--- src/rtl/alsu_cmd_driver.sv ---
// ALSU command driver: issues commands into a fixed-latency ALSU and
// returns results in order through a small FIFO.
// Optional macro ALSU_DRV_ERR_CNT_EN enables the invalid-result counter.
module alsu_cmd_driver #(
   parameter int DEPTH        = 4,
   parameter int ALSU_LATENCY = 2
) (
   input  logic              clk,
   input  logic              rst,
   input  logic              flush,
   input  logic              cmd_valid,
   output logic              cmd_ready,
   input  logic [2:0]        cmd_opcode,
   input  logic signed [2:0] cmd_A,
   input  logic signed [2:0] cmd_B,
   input  logic [6:0]        cmd_ctrl,
   output logic [2:0]        alsu_opcode,
   output logic signed [2:0] alsu_A,
   output logic signed [2:0] alsu_B,
   output logic [6:0]        alsu_ctrl,
   input  logic signed [5:0] alsu_out,
   input  logic [15:0]       alsu_leds,
   output logic              rsp_valid,
   input  logic              rsp_ready,
   output logic signed [5:0] rsp_out,
   output logic              rsp_invalid,
   output logic [15:0]       err_cnt
);

   localparam int PW = (DEPTH > 1) ? $clog2(DEPTH) : 1;
   localparam int CW = $clog2(DEPTH + 1);
   localparam int IW = $clog2(ALSU_LATENCY + 2);
   localparam int OW = 8;

   typedef enum logic [1:0] {IDLE, RUN, FLUSH} state_t;

   state_t                state, state_nx;
   logic [IW-1:0]         fl_cnt, fl_cnt_nx;
   logic                  rdy_en;
   logic [ALSU_LATENCY:0] tag;
   logic [IW-1:0]         in_flight;
   logic [6:0]            mem [DEPTH];
   logic [PW-1:0]         wr_ptr, rd_ptr;
   logic [CW-1:0]         count;
   logic                  issue, push, push_ok, pop;
   logic                  empty, full;
   logic [OW-1:0]         occ;

   function automatic logic [PW-1:0] ptr_inc(input logic [PW-1:0] p);
      return (p == PW'(DEPTH - 1)) ? '0 : p + 1'b1;
   endfunction

   assign occ       = OW'(in_flight) + OW'(count);
   assign cmd_ready = rdy_en & (state != FLUSH) & ~flush
                    & (occ < OW'(DEPTH));
   assign issue     = cmd_valid & cmd_ready;
   assign push      = tag[ALSU_LATENCY];
   assign push_ok   = push & ~flush;
   assign empty     = (count == '0);
   assign full      = (count == CW'(DEPTH));
   assign rsp_valid = ~empty;
   assign pop       = rsp_valid & rsp_ready;
   assign rsp_out     = rsp_valid ? mem[rd_ptr][6:1] : '0;
   assign rsp_invalid = rsp_valid & mem[rd_ptr][0];

   // Hold off cmd_ready until the first edge after reset release
   always_ff @(posedge clk or posedge rst) begin
      if (rst) rdy_en <= 1'b0;
      else     rdy_en <= 1'b1;
   end

   // FSM state and flush-duration counter
   always_ff @(posedge clk or posedge rst) begin
      if (rst) begin
         state  <= IDLE;
         fl_cnt <= '0;
      end else begin
         state  <= state_nx;
         fl_cnt <= fl_cnt_nx;
      end
   end

   // Next-state logic; flush from any state restarts the drain window
   always_comb begin
      state_nx  = state;
      fl_cnt_nx = fl_cnt;
      if (flush) begin
         state_nx  = FLUSH;
         fl_cnt_nx = '0;
      end else begin
         unique case (state)
            IDLE: if (cmd_valid) state_nx = RUN;
            RUN: begin
               if (!cmd_valid && in_flight == '0 && empty)
                  state_nx = IDLE;
            end
            FLUSH: begin
               if (fl_cnt == IW'(ALSU_LATENCY)) state_nx = IDLE;
               else fl_cnt_nx = fl_cnt + 1'b1;
            end
            default: state_nx = IDLE;
         endcase
      end
   end

   // Registered ALSU drive: command on handshake, bubble otherwise
   always_ff @(posedge clk or posedge rst) begin
      if (rst) begin
         alsu_opcode <= '0;
         alsu_A      <= '0;
         alsu_B      <= '0;
         alsu_ctrl   <= '0;
      end else if (issue) begin
         alsu_opcode <= cmd_opcode;
         alsu_A      <= cmd_A;
         alsu_B      <= cmd_B;
         alsu_ctrl   <= cmd_ctrl;
      end else begin
         alsu_opcode <= '0;
         alsu_A      <= '0;
         alsu_B      <= '0;
         alsu_ctrl   <= '0;
      end
   end

   // Valid-tag pipeline tracking issued commands through the ALSU
   always_ff @(posedge clk or posedge rst) begin
      if (rst)        tag <= '0;
      else if (flush) tag <= '0;
      else            tag <= {tag[ALSU_LATENCY-1:0], issue};
   end

   // Count of tags currently set in the pipeline
   always_ff @(posedge clk or posedge rst) begin
      if (rst)        in_flight <= '0;
      else if (flush) in_flight <= '0;
      else begin
         case ({issue, push})
            2'b10:   in_flight <= in_flight + 1'b1;
            2'b01:   in_flight <= in_flight - 1'b1;
            default: in_flight <= in_flight;
         endcase
      end
   end

   // Result FIFO storage; entries are {result, leds-nonzero}
   always_ff @(posedge clk) begin
      if (push_ok) mem[wr_ptr] <= {alsu_out, |alsu_leds};
   end

   // Result FIFO pointers and occupancy
   always_ff @(posedge clk or posedge rst) begin
      if (rst) begin
         wr_ptr <= '0;
         rd_ptr <= '0;
         count  <= '0;
      end else if (flush) begin
         wr_ptr <= '0;
         rd_ptr <= '0;
         count  <= '0;
      end else begin
         if (push_ok) wr_ptr <= ptr_inc(wr_ptr);
         if (pop)     rd_ptr <= ptr_inc(rd_ptr);
         case ({push_ok, pop})
            2'b10:   count <= count + 1'b1;
            2'b01:   count <= count - 1'b1;
            default: count <= count;
         endcase
      end
   end

   a_no_overflow: assert property (
      @(posedge clk) disable iff (rst) !(push_ok && full && !pop));

`ifdef ALSU_DRV_ERR_CNT_EN
   // Saturating count of invalid results entering the FIFO
   always_ff @(posedge clk or posedge rst) begin
      if (rst) err_cnt <= '0;
      else if (push_ok && (|alsu_leds) && err_cnt != 16'hFFFF)
         err_cnt <= err_cnt + 16'd1;
   end
`else
   assign err_cnt = '0;
`endif

endmodule

--- config.mk ---
export PLATFORM = sky130hd
export DESIGN_NAME = alsu_cmd_driver
export DESIGN_NICKNAME = d
export VERILOG_FILES = /design/src/rtl/alsu_cmd_driver.sv
export SDC_FILE = /design/constraint.sdc
export NUM_CORES = 1
export LEC_CHECK = 0
export BUFFER_PORTS_ARGS = -buffer_cell sky130_fd_sc_hd__buf_2
export CORE_MARGIN = 2
export CORE_UTILIZATION = 50
export CTS_BUF_LIST = sky130_fd_sc_hd__clkbuf_16
export DETAILED_ROUTE_END_ITERATION = 10
export PLACE_DENSITY = 0.84
export SLEW_MARGIN = 20
export SYNTH_ARGS = -nofsm -noshare
export SYNTH_HDL_FRONTEND = slang
export SYNTH_SLANG_ARGS = --single-unit
export TNS_END_PERCENT = 10
--- constraint.sdc ---
create_clock -name clk -period 2.2 [get_ports clk]
set_input_delay 0.44 -clock clk [delete_from_list [all_inputs] [get_ports clk]]
set_output_delay 0.44 -clock clk [all_outputs]
set_load 0.1 [all_outputs]
# Yosys cells after proc, flatten, opt, wreduce, memory -nomap -nowiden
# Memory sizes are Yosys's and may differ from the RTL's.
# Cells that the tools add are included.
classes:
  n_reduce_logical: 14
  bitwise_logic: 9
  addsub: 8
  muxes: 26
  n_lt_le_gt_ge: 1
  eq_ne: 14
op_table:
  columns: ["cell", "n"]
  rows:
  - ["$mux W2", 14]
  - ["$reduce_or A16 Y1", 1]
  - ["$mux W3", 5]
  - ["$eq A2 B2 Y1 const B", 6]
  - ["$ne A3 B3 Y1 const B", 3]
  - ["$add A2 B1 Y2 const B", 4]
  - ["$and A1 B1 Y1", 7]
  - ["$mux W7", 1]
  - ["$eq A2 B1 Y1 const B", 3]
  - ["$mux W6", 1]
  - ["$pmux W2 S3", 1]
  - ["$pmux W3 S2", 1]
  - ["$reduce_bool A2 Y1", 3]
  - ["$reduce_bool A3 Y1", 2]
  - ["$add A2 B3 Y4", 1]
  - ["$logic_not A2 Y1", 2]
  - ["$lt A4 B3 Y1 const B", 1]
  - ["$ne A2 B2 Y1 const B", 2]
  - ["$pmux W2 S2", 1]
  - ["$add A3 B1 Y3 const B", 1]
  - ["$logic_not A3 Y1", 1]
  - ["$reduce_and A3 Y1", 1]
  - ["$sub A3 B1 Y3 const B", 1]
  - ["$logic_and A1 B1 Y1", 2]
  - ["5 further kinds", 7]
word_totals:
  out_inout_bits: 41
  wordCells: 85
  reg_bits: 33
  in_bits: 43
  memories: 1
  ramBits: 28
memory_table:
  columns: ["name", "words", "word_bits", "rd", "rd_clocked_by_memory_dff", "write_ports", "line_no", "text"]
  rows:
  - ["mem", 4, 7, 1, 0, 1, "42", "logic [6:0] mem [DEPTH];"]

# Longest topological paths before layout
logic_depth:
  ltp_word: 8
  depth_mapped: 7
  mapped_depth_nobuf: 7

# Least setup slack after synthesis
# No wires, ideal clock.
synth_timing:
  path_kind: "register -> output"
  start: "register rd_ptr[0]"
  end: "output rsp_invalid"
  stages_incl_launch_ff: 4
  slack_ns: -0.480
  required_time_ns: 1.760
  n_path_buf: 1
  t_arrival_ns: 2.240
  cell_sequence: "dfrtp_1 -> buf_2 -> mux4_2 -> nor2b_1"
synth_between:
  elab_chain_len: 2
synth_lines:
  columns: ["item", "line_no", "text"]
  rows:
  - ["from (decl)", "43", "logic [PW-1:0] wr_ptr, rd_ptr;"]
  - ["from (signal assigned)", "163", "if (pop) rd_ptr <= ptr_inc(rd_ptr);"]
  - ["$mem_v2 Z4 W7", null, null]
  - ["$and A1 B1 Y1", "64", "assign rsp_invalid = rsp_valid & mem[rd_ptr][0];"]
  - ["to (decl)", "26", "output logic rsp_invalid,"]
# Every way passes these cells.

# Worst setup path after layout
layout_timing:
  start: "register rd_ptr[0]"
  end: "output rsp_out[4]"
layout_between:
  elab_chain_len: 2
layout_lines:
  columns: ["item", "line_no", "text"]
  rows:
  - ["$mem_v2 Z4 W7", null, null]
  - ["$mux W6", "63", "assign rsp_out = rsp_valid ? mem[rd_ptr][6:1] : '0;"]
  - ["to (decl)", "25", "output logic signed [5:0] rsp_out,"]
# Every way passes these cells.

==> flow_metrics.py <==
metrics = {
    "routing": {
        "viasPerCell": 4.84,
        "post_drt_wl_per_cell_um": 14.7,
        "first_pass_iters": 4,
        "drt_iter0_drc": 49,
        "routed_wl_um": 5030,
        "ant_nets": 0,
        "route.detailed.drc": 0,
        "vias": 1656,
    },
    "pwr": {
        "p_leak_nw": 1.60,
        "vdd_drop_max_mv": 0.658,
        "power.total_mw": 3.59,
        "cellPowerDensity_mw_per_mm2": 1070,
    },
    "synthesis": {
        "synth_top_area_cell": "edfxtp_1",
        "synth_seq_cells": 61,
        "synth_warnings": 0,
        "postSynthAreaPerCell_um2": 14.0,
        "syn_area_mm2": 0.00265,
        "synth_seq_area_share_pct": 62.9,
        "netlist_instances": 189,
        "ys_types": 34,
        "synth_top_area_share_pct": 31.7,
        "synthTopCellsByArea": "edfxtp_1, dfrtp_1, mux4_2",
    },
    "clock_tree": {
        "cts_max_level": 3,
        "clk_pin_slew_ps": 50,
        "insertion_delay_ps": 320,
        "cts_sinks": 61,
        "post_cts_buffers": 0,
        "clockBufferDepth": 2,
        "cts_tree": "done",
        "cts_buffers": 9,
        "cts_root_buffer": "clkbuf_16",
    },
    "global_route": {
        "grt_pass1_vias": 1709,
        "grt_pass1_wl_um": 8360,
        "grt_use_total_pct": 18.9,
        "gr-total-overflow": 0,
        "antenna_found_initial": 0,
        "grt_max_degree": 34,
    },
    "critical_path": {
        "critPathTopFamily": "multiplexers",
        "crit_slowest_cell": "mux4_2",
        "path_cells": "buf_8 > mux4_2 > nor2b_1 > buf_4",
        "reg2reg_from": "tag[2]",
        "rr_endpoint": "count[2]",
        "endpoint_kind": "output port",
        "crit_required_ps": 1760,
        "path_buf_inv": 2,
        "reg2regPathDepth": 7,
        "crit_path_start_kind": "register",
        "r2r_setup_slack_ps": 180,
        "slowest_delay_ps": 490,
        "critPathKind": "reg2out",
        "crit_fanout": 10,
        "critPathArrivalTime_ps": 1690,
    },
    "timing": {
        "min_period_over_period_pct": 96.8,
        "finalSetupViolations": 0,
        "whs_ps": 191,
        "finalHoldViolCount": 0,
        "setup_ws_ps": 69.4,
        "fmax_ghz": 0.469,
        "finalMaxSlewViolations": 0,
        "period_minus_slack_ps": 2130,
        "finClkSkew_ps": 5.75,
    },
    "floorplan": {
        "num_rows": 26,
        "die_area_mm2": 0.00590,
        "core_area_mm2": 0.00511,
        "start_util_pct": 51.9,
        "die_h_um": 76.8,
        "ioPinCount": 84,
        "die_x_um": 76.8,
    },
    "cells_and_area": {
        "area_delta_synth_final_pct": 26.5,
        "layout-drive-gt1-share_pct": 35.7,
        "fillCellCount": 357,
        "antenna_cells": 0,
        "multi_input_area_um2": 858,
        "final_cell_mix": "buf_2, dfrtp_1, edfxtp_1",
        "regArea_mm2": 0.00167,
        "fin_cells": 342,
        "final_common_cell": "buf_2",
        "final_net_count": 318,
    },
    "place": {
        "placedCellCount": 326,
        "gp_congestion": 0.727,
        "port_buffers": 67,
        "place_hpwl_um": 3410,
        "place_worst_setup_slack_ps": 258,
    },
    "status": {
        "outcome": "finished, final reports clean",
    },
    "flow_run": {
        "drv_cap": 0,
    },
    "worst_hold_path": {
        "hold_path.class": "in2async",
    },
}
==> per-stage QoR <==
stage                     utilization (%)  TNS (ps)  cell area [µm²]
after floorplan                         -     -2880             2710
after global placement               59.5         0             3040
after detailed placement             59.5         0             3040
after CTS                            65.3         0             3330
after global routing                 65.6    -0.784             3350
final                                65.6         0             3350
==> worst min-delay path: cells and delay by family <==
family	cells	cell delay [ps]
buf+inv	3	480
==> cell usage after synthesis, drive strengths merged <==
cell,count
o21ai,1
and3,2
mux2,1
conb,2
nor2b,9
or2,3
mux2i,4
nand2,2
o31ai,1
mux4,7
clkbuf,2
and4,1
a211oi,1
and2,20
a21oi,4
nor3,6
ha,7
nand2b,1
nor4b,1
dfrtp,33
and2b,3
fa,1
inv,6
xnor2,3
nor2,13
nor4,4
nand4,1
nor3b,1
buf,20
edfxtp,28
nand3,1
==> where the power goes <==
group,internal [mW],switching [mW],total [mW]
clock network,0.851,0.448,1.30
logic,0.272,0.725,0.997
registers,1.25,0.0471,1.29
total,2.37,1.22,3.59
==> final cells by class <==
class,count,share of cell area [%]
Inverter,6,0.672
Clock buffer,9,6.72
Clock inverter,7,1.61
Timing Repair Buffer,74,13.0
Sequential cell,61,49.8
Multi-Input combinational cell,115,25.6
Tap cell,70,2.61
==> cell families (layout without fill, tap and decap cells) <==
group / Yosys count / after routing / share of synthesized area, %
simple gates: 68 / 68 / 14.9
buf+inv: 28 / 96 / 6.90
xor+xnor: 3 / 3 / 0.992
flops: 61 / 61 / 62.9
mux: 12 / 12 / 7.89
fa+ha+maj: 8 / 8 / 4.06
other cells: 2 / 17 / 0.284
compound gates: 7 / 7 / 2.03
==> registers in the layout (all words and copies together), names as in the netlist, 2 cells and up <==
signal	flops
mem	28
alsu_opcode	3
wr_ptr	2
state	2
rd_ptr	2
count	3
alsu_A	3
tag	3
in_flight	2
alsu_B	3
fl_cnt	2
alsu_ctrl	7
==> worst max path at each step <==
stage,from,endpoint,slack (ps),depth (start not counted)
2_1_floorplan,rd_ptr[0],rsp_out[0],-480,3
3_3_place_gp,rd_ptr[0],rsp_invalid,300,4
3_5_place_dp,rd_ptr[0],rsp_invalid,260,4
4_1_cts,rd_ptr[0],rsp_invalid,5,4
5_1_grt,rd_ptr[0],rsp_out[3],-0.8,4
6_report,rd_ptr[0],rsp_out[4],70,4
==> per-layer routing <==
layer	GRT usage (%)	part of all wire, %	vias up
met5	0	0	-
met4	10.7	2.8	0
met3	4.71	4.9	15
met2	32.1	53	59
met1	21.6	39	805
li1	-	-	777
==> timing repair <==
action,CTS,global route
setup endpoints to repair,7,4
hold buffers,0,0
gates cloned,0,0
gates resized for setup,6,7
pin swaps,0,0
(Power assumes the default switching activity.)
